[src/rtl/param_counter.sv]
// Parametrised 74HC161-style synchronous counter: programmable width/modulus,
// up/down, ENP/ENT cascading with ripple carry, optional saturation, wrap pulse, sticky overflow.
module param_counter #(
  parameter int WIDTH    = 4,
  parameter int MODULO   = 2**WIDTH,
  parameter bit SATURATE = 1'b0
) (
  input  logic             clk,
  input  logic             clr,
  input  logic             sclr_n,
  input  logic             load_n,
  input  logic [WIDTH-1:0] in,
  input  logic             enp,
  input  logic             ent,
  input  logic             up,
  input  logic             ovf_clr,
  output logic [WIDTH-1:0] out,
  output logic             rco,
  output logic             wrap,
  output logic             ovf
);

  localparam logic [WIDTH-1:0] TC  = WIDTH'(MODULO - 1);
  localparam logic [WIDTH-1:0] ONE = WIDTH'(1);

  logic             term, cnt;
  logic [WIDTH-1:0] out_nxt;
  logic             wrap_nxt, ovf_nxt;

  // ">=" in up mode so an out-of-range load still terminates on the next count
  assign term = up ? (out >= TC) : (out == '0);
  assign rco  = ent & term;
  assign cnt  = enp & ent;

  always_comb begin
    out_nxt  = out;
    wrap_nxt = 1'b0;
    ovf_nxt  = ovf & ~ovf_clr;
    if (!sclr_n) begin
      out_nxt = '0;
      ovf_nxt = 1'b0;
    end else if (!load_n) begin
      out_nxt = in;
      ovf_nxt = ovf;
    end else if (cnt) begin
      if (!term) begin
        out_nxt = up ? out + ONE : out - ONE;
      end else begin
        // terminal event beats a simultaneous ovf_clr
        ovf_nxt = 1'b1;
        if (!SATURATE) begin
          out_nxt  = up ? '0 : TC;
          wrap_nxt = 1'b1;
        end
      end
    end
  end

  always_ff @(posedge clk or posedge clr) begin
    if (clr) begin
      out  <= '0;
      wrap <= 1'b0;
      ovf  <= 1'b0;
    end else begin
      out  <= out_nxt;
      wrap <= wrap_nxt;
      ovf  <= ovf_nxt;
    end
  end

endmodule

[config.mk]
export PLATFORM = sky130hd
export DESIGN_NAME = param_counter
export DESIGN_NICKNAME = d
export VERILOG_FILES = /design/src/rtl/param_counter.sv
export SDC_FILE = /design/constraint.sdc
export NUM_CORES = 1
export LEC_CHECK = 0
export ABC_CLOCK_PERIOD_IN_PS = 2070
export CORE_AREA = 2 2 39 41
export CTS_CLUSTER_SIZE = 28
export DETAILED_ROUTE_END_ITERATION = 8
export DIE_AREA = 0 0 41 43
export HOLD_SLACK_MARGIN = 0.02
export PLACE_DENSITY = 0.78
export SLEW_MARGIN = 10
export SYNTH_ARGS = -nofsm -noshare
export SYNTH_HDL_FRONTEND = slang
export SYNTH_SLANG_ARGS = --single-unit
[constraint.sdc]
create_clock -name clk -period 2.07 [get_ports clk]
set_input_delay 0.3105 -clock clk [delete_from_list [all_inputs] [get_ports clk]]
set_output_delay 0.3105 -clock clk [all_outputs]
set_load 0.01 [all_outputs]
# Word-level counts from Yosys, hierarchy flattened
# Index checks and enable logic that the tools add are counted.
[word_totals] output_inout_bits=7 mem_bits_ro=0 ramBits=0 ff_bits=6 memories=0 input_bits=12 elab_cells=28 latch_bits=0
[classes] n_mul=0 muxes=15 shift=0 n_reduce_logical=1 magnitude_cmp=1 div=0 bitwise=4 n_eq_ne=2 add_sub_neg=2
[ops] cell="4-bit two-way mux" n=6
[ops] cell="1-bit two-way mux" n=9
[ops] cell="4-bit by 1-bit adder with 4-bit output, second input constant" n=1
[ops] cell="4-bit greater-or-equal comparator, second input constant" n=1
[ops] cell="4-bit zero test" n=1
[ops] cell="4-bit by 1-bit subtractor with 4-bit output, second input constant" n=1
[ops] cell="1-bit AND" n=3
[ops] cell="3-bit by 2-bit inequality test with 1-bit output, second input constant" n=1
[ops] cell="2-bit by 1-bit inequality test with 1-bit output, second input constant" n=1
[ops] cell="1-bit NOT" n=1

# Logic depth before layout (Yosys ltp)
[depth] depth_word=6 depth_mapped=6 depth_no_buf=6

# Least setup slack after synthesis
# OpenSTA, ideal clock, no wires.
[synth_path] path_kind="reg-to-output" start="register out[2]" end="output rco" arrival_time_ns=1.322 path_slack_ns=0.437 stages_incl_launch_ff=4 required_ns=1.760 n_path_buf=0 cell_sequence="dfrtp_1 > or4_4 > o2bb2ai_4 > and2_1"
[synth_between] elab_chain_cells=3 elab_cells_between_ends=4 classes_between="order compare (1); mux (1); bitwise (1); reduce/logical (1)"
[synth_rtl] item="from (decl)" line="17" text="output logic [WIDTH-1:0] out,"
[synth_rtl] item="from (signal assigned)" line="65" text="out <= out_nxt;"
[synth_rtl] item="4-bit greater-or-equal comparator or 4-bit zero test (tied branches)" line="31" text="assign term = up ? (out >= TC) : (out == '0);"
[synth_rtl] item="1-bit two-way mux (*)" line="31"
[synth_rtl] item="1-bit AND (*)" line="32" text="assign rco = ent & term;"
[synth_rtl] item="to (decl)" line="18" text="output logic rco,"
# Every way passes the cells marked *; elsewhere a longest branch is shown, timed or not.

# Final worst setup path
[layout_path] start="input up" end="register out[3]"
[layout_between] elab_chain_cells=5 elab_cells_between_ends=7 classes_between="mux (7)"
[layout_rtl] item="from (decl)" line="15" text="input logic up,"
[layout_rtl] item="4-bit two-way mux (tied with other cells)" line="47" text="out_nxt = up ? out + ONE : out - ONE;"
[layout_rtl] item="4-bit two-way mux (*)" line="46" text="if (!term) begin"
[layout_rtl] item="4-bit two-way mux (*)" line="45" text="end else if (cnt) begin"
[layout_rtl] item="4-bit two-way mux (*)" line="42" text="end else if (!load_n) begin"
[layout_rtl] item="4-bit two-way mux (*)" line="39" text="if (!sclr_n) begin"
# Every way passes the cells marked *; elsewhere a longest branch is shown, timed or not. The select of a mux whose other input is x is not followed.
# A chain may end at the register's enable or synchronous reset.

==> results.cfg <==
[run_status]
status = finished clean

[yosys]
syn_nets = 63
yosysUniqueCellTypes = 26
ys_seq_area_frac = 0.324
ys_top_cells_by_area = dfrtp_1, xnor2_1, o2bb2ai_4, ha_1, inv_1
yosysTopAreaCell = dfrtp_1
syn_area_um2 = 463
ys_seq_elements = 6
synth_top_area_frac = 0.324
ys_warn_count = 0
avgSynthCellArea_um2 = 9.64
synth_cells = 48

[clocking]
insertion_delay_ps = 240
numClockSinks = 6
cts_hold_buffers = 0
cts_buffers = 3
htree_levels = 1
cts.clk_slew.worst_paths_ps = 40
cts_buffer_depth = 2
post-cts-setup-buffers = 0
cts_tree = done
clockRootBuffer = clkbuf_4

[final_layout]
final_core_utilization = 0.527
stdcell_count = 91
syn_to_final_growth_pct = 57.6
layout.nets = 92
drive_gt1_frac = 0.187
multi_input_area_um2 = 287
fillCellCount = 136
regArea_um2 = 150
antenna_cells = 0
fin_area_um2 = 729

[critical_path]
ff2ff_setup_slack_ps = 380
worst_setup_path_end_kind = flop
crit_family = buffers and inverters
r2r-end = out[3]
crit_slowest_cell = clkdlybuf4s50_1
critical_path.cell_chain = clkdlybuf4s50_1 -> buf_4 -> inv_1 -> ha_1 -> a21o_1 -> a21oi_1 -> xnor2_1 -> o311a_1
path_buf_inv = 3
r2r_start = out[1]
cp_max_fo = 6
worstPathArrival_ps = 2100
critical-path-max-stage-delay_ps = 480
path_class = input port to flop
required_ps = 2190
rr_worst_depth = 6
critPathLaunchType = input port

[routing]
wire_per_inst_um = 13.0
viasPerCell = 5.12
dr_wl_met2_um = 592
vias = 466
drc_errors = 0
drtPass1Iterations = 4
first_iter_violations = 18
top_layer = met4
wl_met3_um = 53
drt_wl_total_um = 1190
wl_met1_um = 500
ant_nets = 0

[placed_design]
placedInstanceArea_um2 = 712
portBuffers = 18
dp_slack_ps = -257
dpl.hpwl_um = 971
place_inst = 88
place_congestion = 0.742

[floorplan]
dieArea_um2 = 1760
io_pins = 19
initial_core_util = 0.335
die_height_um = 43
core.rowCount = 14
coreArea_um2 = 1380
die_w_um = 41

[timing]
slew_headroom = 0.775
fin_crit_sh = 0.955
setup_ws_ps = 93.1
max_clock_freq_mhz = 506
finalSetupViolCount = 0
rsz0062_at_grt = no
fin_skew_ps = 3.20
drv_slew = 0
fin_crit_ps = 1980
finalHoldViolations = 0
worst_slew_pin_slew_ps = 337

[global_routing]
overflow = 0
grt_usage = 0.170
grt_max_degree = 11
grt_pass1_vias = 494
antenna_found_initial = 0
grt_pass1_wl_um = 2010

[power]
cellPowerDensity_nw_per_um2 = 506
power.leakage_uw = 0.000348
peakVddDrop_uv = 416

[min_path]
hp-class = input port to async pin

[run]
maxCapViolCount = 0
layout make-up:
cell class                      count  share of cell area
Clock buffer                        3              0.0309
Inverter                            6              0.0309
Multi-Input combinational cell     35               0.393
Sequential cell                     6               0.206
Tap cell                           16              0.0274
Timing Repair Buffer               25               0.312
metrics by stage:
stage | TNS (ps) | hold slack [ps] | power [µW]
CTS | 0 | 300 | 376
detailed placement | -397 | 494 | 267
global placement | -362 | 485 | 263
finish | 0 | 293 | 369
global route | 0 | 307 | 397
floorplan | 0 | 101 | 196
report_power, final:
group	switching [µW]	total [µW]	internal [µW]
clock	39.7	105	65.4
combinational	58.8	136	77.3
sequential	3.39	128	124
cells in the final DEF (no fill, tap or decap), types with 2 or more instances in the layout:
cell	count
nand2_1	4
clkbuf_4	3
xnor2_1	4
nand3_1	2
ha_1	2
buf_4	7
o21ai_0	3
a21oi_1	3
inv_1	6
dfrtp_1	6
clkdlybuf4s50_1	17
routing by layer:
layer | vias up | GRT usage
li1 | 227 | -
met1 | 212 | 0.199
met2 | 21 | 0.263
met3 | 6 | 0.0628
met4 | 0 | 0.0800
met5 | - | 0
state kept, by name, summed over array words and instances (netlist names):
register	flops
wrap	1
ovf	1
out	4
worst reg2reg max path, stage by stage (launching register included):
cell and delay (ps):
dfrtp_1 370, buf_4 150, ha_1 270, a21o_1 180
a21oi_1 190, xnor2_1 110, o311a_1 290
worst max path at each step:
stage,start,slack (ps),endpoint,depth (start not counted)
6_report,up,90,out[3],8
2_1_floorplan,out[2],440,rco,3
4_1_cts,out[2],20,rco,4
5_1_grt,up,20,out[3],8
3_3_place_gp,up,-260,rco,5
3_5_place_dp,up,-260,rco,5
Yosys cell counts, drive strengths merged:
| cell type | count |
|---|---|
| dfrtp | 6 |
| inv | 6 |
| nand2 | 4 |
| xnor2 | 4 |
| a21oi | 3 |
| o21ai | 3 |
| ha | 2 |
| nand3 | 2 |
| a21o | 1 |
| a22o | 1 |
| a31o | 1 |
| a41oi | 1 |
| and2 | 1 |
| and2b | 1 |
| and3 | 1 |
| and4 | 1 |
| clkbuf | 1 |
| fa | 1 |
| mux2 | 1 |
| nand4 | 1 |
| nor2b | 1 |
| o211a | 1 |
| o2bb2ai | 1 |
| o311a | 1 |
| or2 | 1 |
| or4 | 1 |
cell families (layout without fill, tap and decap cells):
group,Yosys count,in the layout,synth area share
and+or+nand+nor,14,14,0.181
AOI/OAI and AO/OA,13,13,0.241
buffers and inverters,7,34,0.0567
DFF,6,6,0.324
xor gates and xnor gates,4,4,0.0757
adders and majority gates,3,3,0.0973
muxes,1,1,0.0243
repair_timing:
| action | CTS | global route |
|---|---|---|
| pin swaps | 1 | 0 |
| gates resized for setup | 1 | 2 |
| endpoints found under the setup margin | 1 | 1 |
No activity file was read; power rests on OpenSTA's default activity.
